===== src/rtl/vram_arbiter_n.sv =====
// rtl/vram_arbiter_n.sv - slot-based VRAM access arbiter with fixed and rotating priority groups
//
// Optional feature macro: VRAM_ARB_ROUND_ROBIN_EN
//   defined   -> channels FIXED_PRI..NUM_CH-1 share the slot round-robin
//   undefined -> channels FIXED_PRI..NUM_CH-1 use strict lowest-index priority
//
// Ports:
//   CLK21M        single clock
//   RESET_N       synchronous active-low reset
//   SLOT_EN       one-cycle strobe per VRAM access slot
//   DRAW_RESERVE  slot is owned by display fetch
//   DRAW_ADDR     display fetch address
//   REQ / ACK     per-channel toggle handshake (pending while they differ)
//   CH_WE         per-channel access type (1 = write)
//   CH_ADDR       packed per-channel addresses
//   CH_WDATA      packed per-channel write data
//   CH_WR_SIZE    packed per-channel size codes (0 = 8, 1 = 16, 2 = 32 bit)
//   IRAMADR       registered VRAM address
//   PRAMDBO       registered write data
//   PRAMWE_N      registered write enable, active-low
//   PRAM_WR_SIZE  registered write size code
//   GRANT_VALID   one-cycle grant pulse
//   GRANT_ID      granted channel index
//   IDLE_SLOT     one-cycle pulse for an unused slot
module vram_arbiter_n #(
    parameter int NUM_CH    = 4,
    parameter int FIXED_PRI = 2,
    parameter int ADDR_W    = 19,
    parameter int DATA_W    = 32,
    localparam int ID_W     = (NUM_CH > 2) ? $clog2(NUM_CH) : 1
) (
    input  logic                     CLK21M,
    input  logic                     RESET_N,
    input  logic                     SLOT_EN,
    input  logic                     DRAW_RESERVE,
    input  logic [ADDR_W-1:0]        DRAW_ADDR,
    input  logic [NUM_CH-1:0]        REQ,
    input  logic [NUM_CH-1:0]        CH_WE,
    input  logic [NUM_CH*ADDR_W-1:0] CH_ADDR,
    input  logic [NUM_CH*DATA_W-1:0] CH_WDATA,
    input  logic [NUM_CH*2-1:0]      CH_WR_SIZE,
    output logic [NUM_CH-1:0]        ACK,
    output logic [ADDR_W-1:0]        IRAMADR,
    output logic [DATA_W-1:0]        PRAMDBO,
    output logic                     PRAMWE_N,
    output logic [1:0]               PRAM_WR_SIZE,
    output logic                     GRANT_VALID,
    output logic [ID_W-1:0]          GRANT_ID,
    output logic                     IDLE_SLOT
);

    // Largest size code the data path can carry; wider requests are clamped to it.
    localparam logic [1:0] MAX_SIZE = (DATA_W == 8)  ? 2'd0 :
                                      (DATA_W == 16) ? 2'd1 : 2'd2;

    logic [NUM_CH-1:0] pending;
    logic              found;
    logic [ID_W-1:0]   win;
    logic [1:0]        win_size;
    logic [1:0]        win_size_clamped;

    assign pending = REQ ^ ACK;

`ifdef VRAM_ARB_ROUND_ROBIN_EN
    localparam int PTR_RST = (FIXED_PRI >= NUM_CH) ? 0 : FIXED_PRI;

    logic [ID_W-1:0] ptr;

    // Rotating group is searched in two passes: from the pointer upward, then
    // from the bottom of the group, which together give a wrap-around search.
    always_comb begin
        found = 1'b0;
        win   = '0;
        for (int i = 0; i < FIXED_PRI; i++) begin
            if (!found && pending[i]) begin
                found = 1'b1;
                win   = ID_W'(i);
            end
        end
        for (int i = FIXED_PRI; i < NUM_CH; i++) begin
            if (!found && pending[i] && (ID_W'(i) >= ptr)) begin
                found = 1'b1;
                win   = ID_W'(i);
            end
        end
        for (int i = FIXED_PRI; i < NUM_CH; i++) begin
            if (!found && pending[i]) begin
                found = 1'b1;
                win   = ID_W'(i);
            end
        end
    end

    // Only rotating-group grants move the pointer; fixed-group grants leave it.
    always_ff @(posedge CLK21M) begin
        if (!RESET_N) begin
            ptr <= ID_W'(PTR_RST);
        end else if (SLOT_EN && !DRAW_RESERVE && found && (int'(win) >= FIXED_PRI)) begin
            ptr <= (int'(win) == NUM_CH - 1) ? ID_W'(PTR_RST) : win + 1'b1;
        end
    end
`else
    always_comb begin
        found = 1'b0;
        win   = '0;
        for (int i = 0; i < NUM_CH; i++) begin
            if (!found && pending[i]) begin
                found = 1'b1;
                win   = ID_W'(i);
            end
        end
    end
`endif

    assign win_size         = CH_WR_SIZE[int'(win)*2 +: 2];
    assign win_size_clamped = (win_size > MAX_SIZE) ? MAX_SIZE : win_size;

    always_ff @(posedge CLK21M) begin
        if (!RESET_N) begin
            IRAMADR      <= '1;
            PRAMDBO      <= '0;
            PRAMWE_N     <= 1'b1;
            PRAM_WR_SIZE <= 2'd0;
            ACK          <= '0;
            GRANT_VALID  <= 1'b0;
            GRANT_ID     <= '0;
            IDLE_SLOT    <= 1'b0;
        end else begin
            GRANT_VALID <= 1'b0;
            IDLE_SLOT   <= 1'b0;
            if (SLOT_EN) begin
                if (DRAW_RESERVE) begin
                    IRAMADR  <= DRAW_ADDR;
                    PRAMWE_N <= 1'b1;
                end else if (found) begin
                    IRAMADR      <= CH_ADDR[int'(win)*ADDR_W +: ADDR_W];
                    PRAMWE_N     <= ~CH_WE[win];
                    PRAMDBO      <= CH_WE[win] ? CH_WDATA[int'(win)*DATA_W +: DATA_W] : '0;
                    PRAM_WR_SIZE <= win_size_clamped;
                    ACK[win]     <= ~ACK[win];
                    GRANT_VALID  <= 1'b1;
                    GRANT_ID     <= win;
                end else begin
                    IDLE_SLOT <= 1'b1;
                end
            end
        end
    end

endmodule


===== config.mk =====
export PLATFORM = sky130hd
export DESIGN_NAME = vram_arbiter_n
export DESIGN_NICKNAME = d
export VERILOG_FILES = /design/src/rtl/vram_arbiter_n.sv
export SDC_FILE = /design/constraint.sdc
export NUM_CORES = 1
export LEC_CHECK = 0
export BUFFER_PORTS_ARGS = -buffer_cell sky130_fd_sc_hd__buf_2
export CORE_AREA = 2 2 118 120
export CTS_CLUSTER_DIAMETER = 40
export DETAILED_ROUTE_END_ITERATION = 7
export DIE_AREA = 0 0 120 122
export PLACE_DENSITY_LB_ADDON = 0.25
export SETUP_SLACK_MARGIN = 0.5
export SYNTH_ARGS = -nofsm -noshare
export SYNTH_HDL_FRONTEND = slang
export SYNTH_SLANG_ARGS = --single-unit

===== constraint.sdc =====
create_clock -name CLK21M -period 4.5 [get_ports CLK21M]
set_input_delay 0.9 -clock CLK21M [delete_from_list [all_inputs] [get_ports CLK21M]]
set_output_delay 0.9 -clock CLK21M [all_outputs]
set_load 0.02 [all_outputs]

==> metrics.txt <==
Max clock buf depth=2; Mapped Avg Cell Area=8.01 sq um; setup tns final=0 ns; syn_nets=705; overall power=1.69 mW; vias in the first global route=4675; max_slew headroom=0.220; pre-CTS WS=1.07 ns; post-synthesis adder-cell area fraction=0.00271; WS Path Type=input pin to flip-flop; initial antenna violation count=0; Routability Congestion=0.953; Distinct cells, synth=33; CTS Buf Count=9; Clock Skew=0.00667 ns; layout cells sized above 1=0.453; HPWL reported at the end of detailed placement=11.6 mm; PostCTS Resize Cnt=0; chip width=120 um; global-route wire length before repair=23.8 mm; Final Max Tran Viols=0; Overall Global Routing Usage=0.206; crit-path max FO=33; initial core utilization=0.274; Clock Latency Late Sink=0.32 ns; GRT Residual Overflow=0; Setup crit start kind=input pin; via/cell ratio=5.25; Port Buffers=304; peak supply drop=0.126 mV; # IOs=305; Setup Fix Bufs, Post-CTS=0; die area=14600 sq um; Mapped Cells=462; max_cap viols=0; via count=4838; EDFF count, synth=0; Final #Nets=980; post-route clock period utilization=0.691; antenna cells=0; worst hold path class=flip-flop to flip-flop; DRT antenna net count=0; leading cell types in the layout, fill and taps excluded=buf_2 (304), nand2_1 (69), dfxtp_1 (62); WL per Instance=17.3 um; WL final=15.9 mm; final std cells w/o fill=921; Fmax=0.322 GHz; nature of the critical path endpoint=flip-flop; final setup margin=1.39 ns; register-to-register setup slack=1.65 ns; placed cells=906; Yosys reg bits=62; top cells by area, synth=dfxtp_1 (34%), a221oi_1 (12%), a21oi_1 (8.0%); DR iter-0 viols=243; largest net degree at the start of global routing=62; commonest non-fill, non-tap cell in the layout=buf_2; Clock Pin Slew Worst Setup and Hold Paths=0.05 ns; cell area after synthesis=3700 sq um; Post-Synth XOR/XNOR Area=0.0189; Final min period=3.11 ns; CP arrival=3.33 ns; static leakage=2.71 nW; area grow syn2layout=53.6%; htree depth=3; ys flop type=dfxtp_1; top cell type's share of synthesized area=0.335; leading area contributor after synthesis=dfxtp_1; register area share after synthesis=0.335; post-synthesis mux area share=0.00541; run status=complete, no violations; Worst Max-Slew Pin Slew=1.17 ns; clock sinks=62; Yosys Warn Count=0; fin area=5680 sq um; Synth Area in Compound Gates=0.393; Placed Area=5410 sq um; Post-Synth Simple-Gate Area=0.188; largest family of logic cells by synthesized area=compound AO/OA/AOI/OAI gates; power per cell area=298 nW/um^2; CTS root buf=clkbuf_16; Cell Rows=43; first-pass iteration count of the detailed router=4; Hold Vio Cnt, Final=0; WP data required=4.73 ns; die height=122 um; # DRC=0; hold_buf cts=0; Setup violations, final=0; share of async-settable or async-resettable flops after synthesis=0; core area=13500 sq um; CTS tree=built; RSZ-0062 raised after global routing=no
[cell families after synthesis]
| family | Yosys count |
|---|---|
| flip-flops | 62 |
| adder cells (fa/ha/maj) | 1 |
| XOR/XNOR | 8 |
| AND/OR/NAND/NOR | 141 |
| multiplexers | 2 |
| AO/OA/AOI/OAI | 192 |
| buffers and inverters | 56 |
[sequential cells by signal, summed over array words and instances (netlist names)]
name / count
GRANT_VALID: 1
PRAMDBO: 32
PRAM_WR_SIZE: 2
IRAMADR: 19
PRAMWE_N: 1
IDLE_SLOT: 1
GRANT_ID: 2
ACK: 4
[critical path: stages]
cell,delay [ns]
buf_2,0.15
xor2_1,0.64
nor4_2,0.14
a2111o_1,0.89
a211o_1,0.41
a21oi_1,0.18
[Yosys cell counts (2+ instances only)]
cell type  instances
a211o_1           32
a21oi_1           59
a221o_1           20
a221oi_1          52
and3_1            33
buf_1              3
clkbuf_1          47
dfxtp_1           62
inv_1              4
mux2i_1            2
nand2_1           69
nor2_1             7
nor2b_1           22
nor3_1             3
nor4_1             2
o21ai_0            2
o31ai_1           21
xnor2_1            4
xor2_1             4
[final timing paths]
path              start  cells past startpoint         end
min reg2reg  PRAMDBO[2]                      2  PRAMDBO[2]
min          PRAMDBO[2]                      2  PRAMDBO[2]
max              REQ[0]                      6  PRAMDBO[4]
max reg2reg      ACK[0]                      5  PRAMDBO[4]
[cell type report]
type | count | area [sq um]
Clock buffer | 14 | 264
Clock inverter | 1 | 5.00
Timing Repair Buffer | 315 | 1600
Inverter | 5 | 18.8
Fill cell | 1407 | 7820
Sequential cell | 62 | 1240
Multi-Input combinational cell | 344 | 2320
Tap cell | 180 | 225
[routing by layer]
layer	GRT usage	routed length (um)	vias up
met5	0	0	-
met4	0.0772	322	0
met3	0.0393	1270	22
met2	0.380	8080	241
met1	0.234	6270	2238
li1	-	-	2337
[stage by stage]
step | hold WS (ns) | util
4_1_cts | 0.451 | 0.421
5_1_grt | 0.470 | 0.421
3_5_place_dp | 0.444 | 0.401
6_report | 0.445 | 0.421
2_1_floorplan | 0.530 | -
3_3_place_gp | 0.437 | 0.401
[power by group]
group          internal, mW  total [mW]  switching, mW
combinational         0.198       0.461          0.264
clock                 0.399       0.629          0.230
sequential            0.582       0.601         0.0188
total                  1.18        1.69          0.513
(Power assumes the default switching activity.)
